===== config.mk =====
export PLATFORM = sky130hd
export DESIGN_NAME = temporizador_cmp_flat
export DESIGN_NICKNAME = d
export VERILOG_FILES = /design/src/rtl/temporizador_cmp_if.sv /design/src/rtl/temporizador_cmp.sv /design/src/flat_wrapper.sv
export SDC_FILE = /design/constraint.sdc
export NUM_CORES = 1
export LEC_CHECK = 0
export BUFFER_PORTS_ARGS = -buffer_cell sky130_fd_sc_hd__buf_4
export CAP_MARGIN = 25
export CORE_UTILIZATION = 41
export DETAILED_ROUTE_END_ITERATION = 7
export HOLD_SLACK_MARGIN = 0.02
export PLACE_DENSITY = 0.59
export SLEW_MARGIN = 0
export SYNTH_ARGS = -nofsm -noshare
export SYNTH_HDL_FRONTEND = slang
export SYNTH_SLANG_ARGS = --single-unit
export TNS_END_PERCENT = 100

===== constraint.sdc =====
create_clock -name clk -period 3.65 [get_ports clk]
set_clock_uncertainty 0.2 [all_clocks]
set_input_delay 0.365 -clock clk [delete_from_list [all_inputs] [get_ports clk]]
set_output_delay 0.365 -clock clk [all_outputs]
set_load 0.01 [all_outputs]

===== src/rtl/temporizador_cmp_if.sv =====
// Bus between the symbol sequencer and the timer/comparator: start/stop
// requests with their run parameters, and the counter status coming back.
interface temporizador_cmp_if #(
  parameter int unsigned WIDTH  = 28,
  parameter int unsigned NUM_CH = 3
);
  logic                      inicio;
  logic                      parar;
  logic                      modo;
  logic [WIDTH-1:0]          limite;
  logic [NUM_CH*WIDTH-1:0]   umbral;
  logic [WIDTH-1:0]          cuenta;
  logic                      ocupado;
  logic [NUM_CH-1:0]         coincide;
  logic                      fin;

  modport master (
    output inicio, parar, modo, limite, umbral,
    input  cuenta, ocupado, coincide, fin
  );

  modport slave (
    input  inicio, parar, modo, limite, umbral,
    output cuenta, ocupado, coincide, fin
  );
endinterface


===== src/rtl/temporizador_cmp.sv =====
// Timer/comparator: one up-counter checked against a latched end limit and
// NUM_CH latched thresholds, with one-shot and periodic modes.
module temporizador_cmp #(
  parameter int unsigned WIDTH  = 28,
  parameter int unsigned NUM_CH = 3
) (
  input  logic              clk,
  input  logic              rst_n,
  temporizador_cmp_if.slave bus
);

  localparam int unsigned UW = NUM_CH * WIDTH;

  localparam logic [0:0] IDLE     = 1'b0;
  localparam logic [0:0] CONTANDO = 1'b1;

  logic [0:0]        estado_q,   estado_d;
  logic [WIDTH-1:0]  cuenta_q,   cuenta_d;
  logic [WIDTH-1:0]  limite_q,   limite_d;
  logic [UW-1:0]     umbral_q,   umbral_d;
  logic              modo_q,     modo_d;
  logic              fin_q,      fin_d;
  logic [NUM_CH-1:0] coincide_q, coincide_d;

  // State and run-parameter registers
  always_ff @(posedge clk or negedge rst_n) begin
    if (!rst_n) begin
      estado_q   <= IDLE;
      cuenta_q   <= '0;
      limite_q   <= '0;
      umbral_q   <= '0;
      modo_q     <= 1'b0;
      fin_q      <= 1'b0;
      coincide_q <= '0;
    end else begin
      estado_q   <= estado_d;
      cuenta_q   <= cuenta_d;
      limite_q   <= limite_d;
      umbral_q   <= umbral_d;
      modo_q     <= modo_d;
      fin_q      <= fin_d;
      coincide_q <= coincide_d;
    end
  end

  // Next state: stop beats start, start beats counting; pulses only on counting edges
  always_comb begin
    estado_d   = estado_q;
    cuenta_d   = cuenta_q;
    limite_d   = limite_q;
    umbral_d   = umbral_q;
    modo_d     = modo_q;
    fin_d      = 1'b0;
    coincide_d = '0;

    if (bus.parar) begin
      estado_d = IDLE;
    end else if (bus.inicio) begin
      estado_d = CONTANDO;
      cuenta_d = '0;
      limite_d = bus.limite;
      umbral_d = bus.umbral;
      modo_d   = bus.modo;
    end else if (estado_q == CONTANDO) begin
      // cuenta never exceeds the limit, so thresholds above it never match
      for (int i = 0; i < int'(NUM_CH); i++) begin
        coincide_d[i] = (cuenta_q == umbral_q[i*WIDTH +: WIDTH]);
      end
      if (cuenta_q == limite_q) begin
        fin_d = 1'b1;
        if (modo_q) begin
          cuenta_d = '0;
        end else begin
          estado_d = IDLE;
        end
      end else begin
        cuenta_d = cuenta_q + WIDTH'(1);
      end
    end
  end

  assign bus.cuenta   = cuenta_q;
  assign bus.ocupado  = (estado_q == CONTANDO);
  assign bus.coincide = coincide_q;
  assign bus.fin      = fin_q;

endmodule


===== src/flat_wrapper.sv =====
// flat-port wrapper written by rule: the top's interface ports become plain ports
module temporizador_cmp_flat 
#(
  parameter int unsigned WIDTH  = 28,
  parameter int unsigned NUM_CH = 3
)
  (clk, rst_n, bus_inicio, bus_parar, bus_modo, bus_limite, bus_umbral, bus_cuenta, bus_ocupado, bus_coincide, bus_fin);
  temporizador_cmp_if #(.WIDTH(WIDTH), .NUM_CH(NUM_CH)) bus_i ();
  input  logic clk;
  input  logic rst_n;
  input wire logic [$bits(bus_i.inicio)-1:0] bus_inicio;
  input wire logic [$bits(bus_i.parar)-1:0] bus_parar;
  input wire logic [$bits(bus_i.modo)-1:0] bus_modo;
  input wire logic [$bits(bus_i.limite)-1:0] bus_limite;
  input wire logic [$bits(bus_i.umbral)-1:0] bus_umbral;
  output wire logic [$bits(bus_i.cuenta)-1:0] bus_cuenta;
  output wire logic [$bits(bus_i.ocupado)-1:0] bus_ocupado;
  output wire logic [$bits(bus_i.coincide)-1:0] bus_coincide;
  output wire logic [$bits(bus_i.fin)-1:0] bus_fin;
  assign bus_i.inicio = bus_inicio;
  assign bus_i.parar = bus_parar;
  assign bus_i.modo = bus_modo;
  assign bus_i.limite = bus_limite;
  assign bus_i.umbral = bus_umbral;
  assign bus_cuenta = bus_i.cuenta;
  assign bus_ocupado = bus_i.ocupado;
  assign bus_coincide = bus_i.coincide;
  assign bus_fin = bus_i.fin;
  temporizador_cmp #(.WIDTH(WIDTH), .NUM_CH(NUM_CH)) u_core (.clk(clk), .rst_n(rst_n), .bus(bus_i));
endmodule

== Yosys cells after proc, flatten, opt, wreduce, memory -nomap -nowiden ==
Index checks and enable logic that the tools add are counted.

* Flip-flop bits (word level): 146
* Input bits: 117
* Output and inout bits: 33
* Word-level logic and storage cells: 33

* Add/subtract/negate cells: 1
* Eq/ne operators: 5
* Multiplexer cells: 16
* Bitwise gates (word level): 1
* Reduce and logical (&&, ||, !) cells: 3

{| class="wikitable"
|+ Operators with widths
! operator !! number
|-
| 28-bit == test || 4
|-
| 28-bit 2-to-1 mux || 4
|-
| 28-bit by 1-bit adder with 28-bit output, second input constant || 1
|-
| 1-bit 2-to-1 mux || 9
|-
| 3-bit 2-to-1 mux || 3
|-
| 3-bit by 2-bit != test with 1-bit output, second input constant || 1
|-
| 3-bit AND reduction || 1
|-
| 2-bit AND reduction || 1
|-
| 2-bit nonzero test || 1
|-
| 1-bit NOT || 1
|}

== Depth between registers and ports, before layout ==
* Depth after elaboration: 5
* Depth in mapped cells: 9
* Mapped depth without buffers: 7

== Worst setup path before layout ==
Ideal clock, no wire load.

* Path kind: reg-to-reg
* Start point: register u_core.cuenta_q[0] (netlist: u_core.bus.cuenta[0])
* End point: register u_core.cuenta_q[6] (netlist: u_core.bus.cuenta[6])
* Setup time: 0.121 ns
* Data arrival time: 1.821 ns
* Data required time: 3.329 ns
* Setup slack: 1.508 ns
* Stages on the path, launching flop included: 9
* Buffers on the path: 2
* Period minus slack after synthesis: 2.142 ns
* Cells stage by stage: dfrtp_1 > buf_2 > xnor2_2 > nand4_2 > nor4_4 > a21o_1 > buf_4 > o21bai_1 > a22o_1

* Cells in the longest elaborated chain, start to end: 4
* Elaborated cells between the ends (all ways): 7
* Classes of those cells: add/sub: 1; eq/ne: 2; mux: 3; reduce/logical: 1

{| class="wikitable"
|+ RTL lines
! item !! RTL line !! text
|-
| start, declared || temporizador_cmp.sv:18 || <nowiki>logic [WIDTH-1:0] cuenta_q, cuenta_d;</nowiki>
|-
| start signal, assigned || temporizador_cmp.sv:37 || <nowiki>cuenta_q <= cuenta_d;</nowiki>
|-
| 28-bit by 1-bit adder with 28-bit output or 28-bit == test (tied branches) || temporizador_cmp.sv:77, temporizador_cmp.sv:69 ||
|-
| 28-bit 2-to-1 mux || temporizador_cmp.sv:69 || <nowiki>if (cuenta_q == limite_q) begin</nowiki>
|-
| 28-bit 2-to-1 mux || temporizador_cmp.sv:64 || <nowiki>end else if (estado_q == CONTANDO) begin</nowiki>
|-
| 28-bit 2-to-1 mux || temporizador_cmp.sv:58 || <nowiki>end else if (bus.inicio) begin</nowiki>
|}

Parallel ways exist; a longest one is shown, timed or not. The select of a mux whose other input is x is not followed.
A chain may end at the register's enable or synchronous reset.

== Worst setup path after layout ==
* Start point: register u_core.cuenta_q[0] (netlist: u_core.bus.cuenta[0])
* End point: register u_core.cuenta_q[24] (netlist: u_core.bus.cuenta[24])

Same word-level chain as after synthesis.

==> impl_metrics.env <==
export IMPL_slew_headroom_pct=42.05
export IMPL_detail_route_first_pass_iterations=4
export IMPL_clk_path_buf_depth=2
export IMPL_post_route_min_period_ns=2.796
export IMPL_fmax_mhz=357.7
export IMPL_crit_reg2reg_launch="u_core.bus.cuenta[0]$_DFFE_PN0P_"
export IMPL_layout_cells_most_common_list="buf_4, dfrtp_1, dlygate4sd3_1"
export IMPL_routed_wire_length_per_instance_um=19.81
export IMPL_first_global_vias=5857
export IMPL_wire_length_of_the_first_global_routing_pass_mm=33.25
export IMPL_post_synth_num_cell_types=42
export IMPL_worst_slew_pin_transition_ns=0.8692
export IMPL_synth_nets=719
export IMPL_largest_net_degree_at_the_start_of_global_routing=114
export IMPL_ff_latch_count_synth=146
export IMPL_num_cts_buffers=17
export IMPL_cts_tree="yes"
export IMPL_yosys_area_share_adder_pct=0.1709
export IMPL_endpoint_kind="flip-flop"
export IMPL_main_combinational_cell_family_by_area_after_synthesis="multiplexers"
export IMPL_die_height_um=135.6
export IMPL_critical_path_max_stage_delay_ns=0.67
export IMPL_syn_inst=601
export IMPL_run_status="finished, final reports clean"
export IMPL_report_final_slew_viol_count=0
export IMPL_minimum_hold_slack_ns=0.1717
export IMPL_cts_setup_buffers=0
export IMPL_hold_violations=0
export IMPL_initial_core_util_pct=42.19
export IMPL_number_of_antenna_violations_at_the_first_check_in_global_routing=0
export IMPL_post_place_ws_ns=0.9038
export IMPL_antennaDiodeCount=0
export IMPL_cp_slowest_cell="dfrtp_1"
export IMPL_hold_path_class="primary input to flip-flop"
export IMPL_timing_max_cap_violations=0
export IMPL_place_area_um2=8635
export IMPL_dieArea_um2=18400
export IMPL_layout_drive_gt1_share_pct=37.10
export IMPL_viasPerCell=5.224
export IMPL_cts_max_level=4
export IMPL_die_w_um=135.6
export IMPL_period_share_pct=76.59
export IMPL_setup_ws_ns=0.8544
export IMPL_critical_path_max_fanout=10
export IMPL_crit_required_ns=3.76
export IMPL_p_leak_nw=4.437
export IMPL_routabilityCongestion=0.8275
export IMPL_critical_path_startpoint_type="flip-flop"
export IMPL_critical_path_most_common_cell="nand3_1"
export IMPL_post_cts_resize_count=0
export IMPL_startpoint="u_core.bus.cuenta[0]$_DFFE_PN0P_"
export IMPL_layout_cells_most_common="buf_4"
export IMPL_synth_sequential_area_ratio_pct=49.90
export IMPL_ys_flop_type="dfrtp_1"
export IMPL_holdCritStartpoint="bus_inicio"
export IMPL_final_design_area_no_fill_um2=10360
export IMPL_drt_iter0_drc=215
export IMPL_clockRootBuffer="clkbuf_16"
export IMPL_setup_violations=0
export IMPL_ys_async_sr_fraction_pct=100.0
export IMPL_area_growth_pct=41.54
export IMPL_setup_tns_ns=0
export IMPL_postRouteWirelength_mm=21.65
export IMPL_rsz0062_at_grt="false"
export IMPL_ios=150
export IMPL_pwr_density_cell_nw_per_um2=426.3
export IMPL_ant_nets=0
export IMPL_critPathArrivalTime_ns=2.91
export IMPL_yosys_area_share_simple_pct=10.39
export IMPL_post_synthesis_compound_gate_area_fraction_pct=4.152
export IMPL_drc_errors=0
export IMPL_cts_reportedPaths_clkPinSlew_ns=0.06
export IMPL_overflow=0
export IMPL_vias=5710
export IMPL_ir_worst_vdd_mv=0.3706
export IMPL_insertion_delay_ns=0.42
export IMPL_synthesis_area_um2=7322
export IMPL_worst_path_cell_trace="ha_1 -> nand3_1 -> nor4_4 -> and2_1 -> nand3_1 -> o311ai_1"
export IMPL_placementRows=48
export IMPL_post_synth_mux_area_share_pct=17.38
export IMPL_detailedPlacementHpwl_mm=14.44
export IMPL_final_net_count=975
export IMPL_floorplan_core_area_um2=17360
export IMPL_cts_hold_repair_buffers=114
export IMPL_post_synth_edffs=0
export IMPL_yosys_warnings=0
export IMPL_global_route_usage_total_pct=24.89
export IMPL_numPortBuffers=149
export IMPL_worstSetupPathType="flip-flop to flip-flop"
export IMPL_cts_sink_count=146
export IMPL_syn_mean_instance_area_um2=12.18
export IMPL_xor_xnor_share_of_the_synthesized_area_pct=13.93
critical path: cells and delay by family, from the launching register on:
family          cells  cell delay (ns)
simple gates        4             1.23
flops               1             0.67
compound gates      1             0.27
fa+ha+maj           1             0.32
registers in the layout, indices dropped and copies added (netlist names):
register	flops
u_core.umbral_q	84
u_core.bus.ocupado	1
u_core.limite_q	28
u_core.modo_q	1
u_core.bus.cuenta	28
u_core.bus.fin	1
u_core.bus.coincide	3
Yosys cell counts, types with 3 or more instances:
cell | instances | area share (%)
nor3_1 | 7 | 0.48
a21oi_2 | 3 | 0.36
buf_1 | 4 | 0.20
nand2_1 | 28 | 1.4
and2_1 | 3 | 0.26
nand4_1 | 29 | 2.5
buf_4 | 3 | 0.31
o21ai_0 | 6 | 0.41
a21oi_1 | 6 | 0.41
and3_1 | 4 | 0.34
or3_1 | 5 | 0.43
xnor2_2 | 4 | 0.89
o311ai_0 | 8 | 0.96
inv_1 | 4 | 0.20
mux2_2 | 113 | 17
buf_6 | 5 | 0.77
nor2_1 | 7 | 0.36
xnor2_1 | 84 | 10
and4_1 | 3 | 0.36
xor2_1 | 25 | 3.0
nand3_1 | 30 | 2.1
dfrtp_1 | 146 | 50
a21o_1 | 6 | 0.62
buf_2 | 32 | 2.2
clkbuf_1 | 4 | 0.20
nor4_1 | 9 | 0.77
o311ai_1 | 5 | 0.60
layer usage:
metal | GRT usage, % | wire (µm) | vias to the layer above
met4 | 6.617 | 218 | 0
met2 | 40.33 | 10110 | 217
li1 | - | - | 2635
met3 | 4.564 | 1309 | 19
met1 | 34.04 | 10020 | 2839
met5 | 0 | 0 | -
stage by stage:
| stage | total power (W) | utilization (%) | std cells |
|---|---|---|---|
| 2_1_floorplan | 0.002342 | - | 601 |
| 3_3_place_gp | 0.002561 | 49.75 | 949 |
| 3_5_place_dp | 0.002576 | 49.75 | 949 |
| 4_1_cts | 0.004445 | 59.71 | 1093 |
| 5_1_grt | 0.004596 | 59.71 | 1093 |
| 6_report | 0.004418 | 59.71 | 1093 |
path summary, 6_finish.rpt:
check	to	slack [ns]	cells past startpoint
worst max-delay path	u_core.bus.cuenta[24]$_DFFE_PN0P_	0.85	6
worst min-delay path	u_core.bus.cuenta[22]$_DFFE_PN0P_	0.17	4
worst max register to register	u_core.bus.cuenta[24]$_DFFE_PN0P_	0.85	6
worst min register to register	u_core.umbral_q[51]$_DFFE_PN0P_	0.33	1
max in group asynchronous	u_core.umbral_q[51]$_DFFE_PN0P_	1.93	3
min in group asynchronous	u_core.limite_q[2]$_DFFE_PN0P_	0.39	2
where the power goes:
part	internal (W)	switching (W)
combinational	0.000448	0.000231
clock	0.00112	0.000649
sequential	0.00181	0.000156
final cells by class:
cell class                      count  area (µm²)
Fill cell                        1399        6993
Sequential cell                   146        3654
Multi-Input combinational cell    402        3377
Timing Repair Buffer              286        2449
Clock buffer                       26       489.2
Tap cell                          225       281.5
Clock inverter                      4       98.84
Inverter                            4       15.01
kinds of logic (layout without fill, tap and decap cells):
kind of cell               Yosys count  count (layout)
adders and majority gates            1               1
and+or+nand+nor                    133             133
xor gates and xnor gates           113             113
muxes                              113             113
buffers and inverters               53             320
DFF                                146             146
AOI/OAI and AO/OA                   42              42
Power figures use the tool's default switching activity.
